$ cat config.mk
export PLATFORM = sky130hd
export DESIGN_NAME = sinc3_ctrl
export DESIGN_NICKNAME = d
export VERILOG_FILES = /design/src/rtl/sinc3_ctrl_pkg.sv /design/src/rtl/sinc3_ctrl_fifo.sv /design/src/rtl/sinc3_ctrl.sv
export SDC_FILE = /design/constraint.sdc
export NUM_CORES = 1
export LEC_CHECK = 0
export BUFFER_PORTS_ARGS = -buffer_cell sky130_fd_sc_hd__buf_2
export CAP_MARGIN = 10
export CORE_ASPECT_RATIO = 1.4
export CORE_MARGIN = 2
export CORE_UTILIZATION = 58
export DETAILED_ROUTE_END_ITERATION = 8
export GPL_TIMING_DRIVEN = 1
export MAX_ROUTING_LAYER = met4
export PLACE_DENSITY = 0.9
export SETUP_SLACK_MARGIN = 0.5
export SLEW_MARGIN = 20
export SYNTH_ARGS = -nofsm -noshare
export SYNTH_HDL_FRONTEND = slang
export SYNTH_SLANG_ARGS = --single-unit
$ cat constraint.sdc
create_clock -name clk_adc -period 5.43 [get_ports clk_adc]
set_input_delay 0.543 -clock clk_adc [delete_from_list [all_inputs] [get_ports clk_adc]]
set_output_delay 0.543 -clock clk_adc [all_outputs]
set_load 0.01 [all_outputs]
$ cat src/rtl/sinc3_ctrl_pkg.sv
// Shared types and constants for the sinc3 decimator controller.
package sinc3_ctrl_pkg;

  typedef enum logic [1:0] {
    StIdle  = 2'd0,
    StFlush = 2'd1,
    StRun   = 2'd2
  } state_e;

  localparam logic [1:0] MODE4 = 2'b00;
  localparam logic [1:0] MODE2 = 2'b01;
  localparam logic [1:0] MODE1 = 2'b10;
  localparam logic [1:0] MODE3 = 2'b11;

  localparam int unsigned SETTLE_WORDS_DEFAULT = 3;

endpackage

$ cat src/rtl/sinc3_ctrl_fifo.sv
// Two-entry output FIFO; head is always visible on dout, clr empties it.
module sinc3_ctrl_fifo
  import sinc3_ctrl_pkg::*;
#(
  parameter int unsigned DW = 16
) (
  input  logic          clk_adc,
  input  logic          rstn_adc,
  input  logic          clr,
  input  logic          push,
  input  logic          pop,
  input  logic [DW-1:0] din,
  output logic [DW-1:0] dout,
  output logic          full,
  output logic          empty
);

  logic [DW-1:0] mem_q [2];
  logic          wr_ptr_q;
  logic          rd_ptr_q;
  logic [1:0]    cnt_q;
  logic          do_push;
  logic          do_pop;

  assign empty   = (cnt_q == 2'd0);
  assign full    = (cnt_q == 2'd2);
  // When full, a push is only taken if the head leaves in the same cycle.
  assign do_push = push && (!full || pop);
  assign do_pop  = pop && !empty;
  assign dout    = mem_q[rd_ptr_q];

  always_ff @(posedge clk_adc or negedge rstn_adc) begin
    if (!rstn_adc) begin
      mem_q[0] <= '0;
      mem_q[1] <= '0;
      wr_ptr_q <= 1'b0;
      rd_ptr_q <= 1'b0;
      cnt_q    <= 2'd0;
    end else if (clr) begin
      wr_ptr_q <= 1'b0;
      rd_ptr_q <= 1'b0;
      cnt_q    <= 2'd0;
    end else begin
      if (do_push) begin
        mem_q[wr_ptr_q] <= din;
        wr_ptr_q        <= ~wr_ptr_q;
      end
      if (do_pop) begin
        rd_ptr_q <= ~rd_ptr_q;
      end
      case ({do_push, do_pop})
        2'b10:   cnt_q <= cnt_q + 2'd1;
        2'b01:   cnt_q <= cnt_q - 2'd1;
        default: cnt_q <= cnt_q;
      endcase
    end
  end

endmodule

$ cat src/rtl/sinc3_ctrl.sv
// Sinc3 decimator controller: word_clk sync, flush/run sequencing, buffered output stream.
// Optional SINC3_CTRL_OVR_CNT_EN adds the saturating dropped-word counter ovr_cnt.
module sinc3_ctrl
  import sinc3_ctrl_pkg::*;
#(
  parameter int unsigned SETTLE_WORDS = SETTLE_WORDS_DEFAULT,
  parameter int unsigned DW           = 16
) (
  input  logic          clk_adc,
  input  logic          rstn_adc,
  input  logic          word_clk,
  input  logic [DW-1:0] data_in,
  input  logic          start,
  input  logic          stop,
  input  logic [1:0]    mode_req,
  output logic [1:0]    mode,
  output logic          busy,
  output logic          settled,
  output logic [DW-1:0] dout,
  output logic          dout_valid,
  input  logic          dout_ready,
  output logic          overrun
`ifdef SINC3_CTRL_OVR_CNT_EN
  ,
  output logic [7:0]    ovr_cnt
`endif
);

  localparam logic [3:0] LastFlush = 4'(SETTLE_WORDS - 1);

  logic       wc_s1_q, wc_s2_q, wc_s3_q;
  logic       word_tick;
  state_e     state_q;
  logic [3:0] flush_cnt_q;
  logic [1:0] mode_q;
  logic       busy_q, settled_q, overrun_q;
  logic       start_ok, push, pop, drop;
  logic       fifo_full, fifo_empty;

  always_ff @(posedge clk_adc or negedge rstn_adc) begin
    if (!rstn_adc) begin
      wc_s1_q <= 1'b0;
      wc_s2_q <= 1'b0;
      wc_s3_q <= 1'b0;
    end else begin
      wc_s1_q <= word_clk;
      wc_s2_q <= wc_s1_q;
      wc_s3_q <= wc_s2_q;
    end
  end

  assign word_tick = wc_s2_q && !wc_s3_q;

  // stop beats start; in RUN a start for the current mode is a no-op.
  always_comb begin
    start_ok = 1'b0;
    if (start && !stop) begin
      case (state_q)
        StIdle, StFlush: start_ok = 1'b1;
        StRun:           start_ok = (mode_req != mode_q);
        default:         start_ok = 1'b0;
      endcase
    end
  end

  assign pop  = dout_valid && dout_ready;
  assign push = word_tick && (state_q == StRun) && !start_ok;
  assign drop = push && fifo_full && !pop;

  always_ff @(posedge clk_adc or negedge rstn_adc) begin
    if (!rstn_adc) begin
      state_q     <= StIdle;
      flush_cnt_q <= 4'd0;
      mode_q      <= MODE4;
      busy_q      <= 1'b0;
      settled_q   <= 1'b0;
      overrun_q   <= 1'b0;
    end else begin
      if (drop) begin
        overrun_q <= 1'b1;
      end
      if (stop && (state_q != StIdle)) begin
        state_q   <= StIdle;
        busy_q    <= 1'b0;
        settled_q <= 1'b0;
      end else if (start_ok) begin
        state_q     <= StFlush;
        mode_q      <= mode_req;
        flush_cnt_q <= 4'd0;
        overrun_q   <= 1'b0;
        busy_q      <= 1'b1;
        settled_q   <= 1'b0;
      end else if ((state_q == StFlush) && word_tick) begin
        flush_cnt_q <= flush_cnt_q + 4'd1;
        if (flush_cnt_q == LastFlush) begin
          state_q   <= StRun;
          settled_q <= 1'b1;
        end
      end
    end
  end

  assign mode       = mode_q;
  assign busy       = busy_q;
  assign settled    = settled_q;
  assign overrun    = overrun_q;
  assign dout_valid = !fifo_empty;

  sinc3_ctrl_fifo #(
    .DW(DW)
  ) u_fifo (
    .clk_adc  (clk_adc),
    .rstn_adc (rstn_adc),
    .clr      (start_ok),
    .push     (push),
    .pop      (pop),
    .din      (data_in),
    .dout     (dout),
    .full     (fifo_full),
    .empty    (fifo_empty)
  );

`ifdef SINC3_CTRL_OVR_CNT_EN
  logic [7:0] ovr_cnt_q;

  always_ff @(posedge clk_adc or negedge rstn_adc) begin
    if (!rstn_adc) begin
      ovr_cnt_q <= 8'd0;
    end else if (start_ok) begin
      ovr_cnt_q <= 8'd0;
    end else if (drop && (ovr_cnt_q != 8'hff)) begin
      ovr_cnt_q <= ovr_cnt_q + 8'd1;
    end
  end

  assign ovr_cnt = ovr_cnt_q;
`endif

endmodule

==> impl_metrics.yaml <==
clock_network:
  cts_tree: "yes"
  cts_resized: 0
  clk_pin_slew_ns: 0.09
  htree_num_levels: 2
  cts_setup_buffers: 0
  cts_buffer_depth: 2
  clock_latency_ns: 0.30
  ctsHoldBuffers: 0
  cts_made_buffers: 5
  cts.sinks: 49
  cts_root_buffer: "clkbuf_8"
placed_design:
  routabilityCongestion: 0.753
  io_buffers: 45
  hpwl_um: 2700
sta:
  tightest_slew_ns: 0.958
  skew_ns: 0.0101
  fin_crit_ns: 2.39
  fmax_mhz: 419
  relSlewSlack_pct: 36.1
  period_share_pct: 44.0
  finalSetupViolCount: 0
  setup_tns_ns: 0
  rsz0062_at_grt: "false"
  slew_viol_final: 0
  finalHoldViolations: 0
floorplanning:
  die_h_um: 77.5
  pin_count: 46
  die_width_um: 56.5
  initial_core_util_pct: 61.0
  core_um2: 3680
  dieArea_um2: 4380
  rows: 26
run:
  drv_cap: 0
critical_path:
  critPathMaxFanout: 16
  critical_path_class: "reg -> reg"
  required_ns: 5.62
  start_kind: "flop"
  arrival_ns: 2.58
  crit_path_end_kind: "flop"
  rrSetupSlack_ns: 3.04
finish:
  final_common_cell: "dfrtp_1"
  multi_input_area_um2: 952
  area_growth_pct: 15.4
  mostFrequentLayoutCells: "49 x dfrtp_1, 44 x buf_2, 40 x mux2_2"
  nFillCells: 253
  n_antenna_cell: 0
  seq_area_um2: 1230
  drive_gt1_share_pct: 53.4
  nNetsFinal: 231
global_routing:
  grt_pass1_vias: 1412
  grt_pass1_wl_um: 6890
  grt_overflow: 0
  grt_max_degree: 50
  grtUsageTotal_pct: 21.1
  antenna_found_initial: 0
pwr:
  ir_drop_uv: 289
  finalPower_mw: 0.743
  p_per_area_nw_per_um2: 287
  leakagePower_nw: 1.26
run_status:
  outcome: "finished clean"
yosys:
  synth_seq_cells: 49
  syn_inst: 159
  ys_types: 34
  synth.net_count: 185
  yosys_warnings: 0
  syn_area_um2: 2240
  ys_seq_area_share_pct: 54.7
  syn_avg_cell_area_um2: 14.1
drt:
  drt-initial-drc-count: 17
  first_pass_iters: 4
  ant_nets: 0
  wl_per_cell_um: 16.2
  drt_wl_total_um: 4030
  drc: 0
  vias: 1378
  vias_per_cell: 5.56
min_path:
  hold_path_class: "in -> async"
## cells by family after synthesis
kind of cell	count (synthesis)	synth area share (%)
multiplexers	50	26.8
flip-flops	49	54.7
AND/OR/NAND/NOR	32	8.88
AO/OA/AOI/OAI	11	2.96
buffers and inverters	8	2.79
XOR/XNOR	7	2.74
adder cells (fa/ha/maj)	2	1.12
## synth_stat cells (all sizes together)
library cell	n	area, um^2
nor2	12	47.6
inv	2	7.51
mux2	50	601
nor3b	3	27.5
a211o	1	8.76
a21oi	3	15.0
ha	2	25.0
nor4b	1	8.76
o21a	2	15.0
xor2	1	8.76
a211oi	1	7.51
nor4	1	6.26
nand3b	1	11.3
xnor2	6	52.6
or2	2	12.5
buf	5	51.3
clkbuf	1	3.75
nand2b	1	13.8
and3	2	12.5
dfrtp	49	1230
and2	1	6.26
nand3	1	5.00
nand4bb	2	22.5
o21ai	4	20.0
nor3	2	10.0
nand2	2	7.51
or3	1	7.51
## state kept, by name, indices dropped and copies added, names as in the netlist, 2 cells and up
register / cells
mode: 2
u_fifo.cnt_q: 2
state_q: 2
flush_cnt_q: 4
u_fifo.mem_q: 32
## final cells by class
type	count	share of cell area, %
Tap cell	42	2.03
Multi-Input combinational cell	102	36.8
Clock buffer	6	3.19
Timing Repair Buffer	45	8.81
Sequential cell	49	47.4
Inverter	2	0.290
Clock inverter	2	1.45
## worst paths after layout
path,depth (start not counted),endpoint,from
min in group clk_adc,1,wc_s1_q,word_clk
max in group asynchronous,1,u_fifo.mem_q[16],rstn_adc
worst max register to register,4,u_fifo.mem_q[9],state_q[0]
worst min register to register,0,wc_s2_q,wc_s1_q
worst min-delay path,1,u_fifo.mem_q[4],rstn_adc
worst max-delay path,4,u_fifo.mem_q[9],state_q[0]
## where the power goes
part | leakage [nW] | switching, mW | internal, mW
Combinational | 0.562 | 0.0395 | 0.0412
Clock | 0.0574 | 0.119 | 0.150
Sequential | 0.639 | 0.0116 | 0.382
Total | 1.26 | 0.170 | 0.573
## stage by stage
step / instance area (um^2) / util (%) / hold WS, ns / worst slack, ns / instances
floorplan: 2240 / - / 0.247 / 3.54 / 159
global route: 2590 / 70.4 / 0.297 / 2.90 / 248
detailed placement: 2460 / 67.0 / 0.337 / 3.04 / 240
finish: 2590 / 70.4 / 0.253 / 3.04 / 248
CTS: 2580 / 70.3 / 0.337 / 3.03 / 248
global placement: 2460 / 67.0 / 0.335 / 3.17 / 240
## worst max-delay path, cell delays in order (launching register included)
cell and delay (ns):
dfrtp_1 0.42, nand4bb_1 0.33, nor2_2 0.28, and3_1 0.82
mux2_2 0.42
## layer usage
layer | vias to the layer above | GRT usage, % | wire length [um] | share of wire (%)
met4 | 0 | 8.10 | 83 | 2.1
met1 | 685 | 26.3 | 1670 | 41
met3 | 8 | 5.50 | 179 | 4.4
li1 | 652 | - | - | -
met2 | 33 | 33.1 | 2100 | 52
met5 | - | - | 0 | 0
No activity file was read; power rests on OpenSTA's default activity.
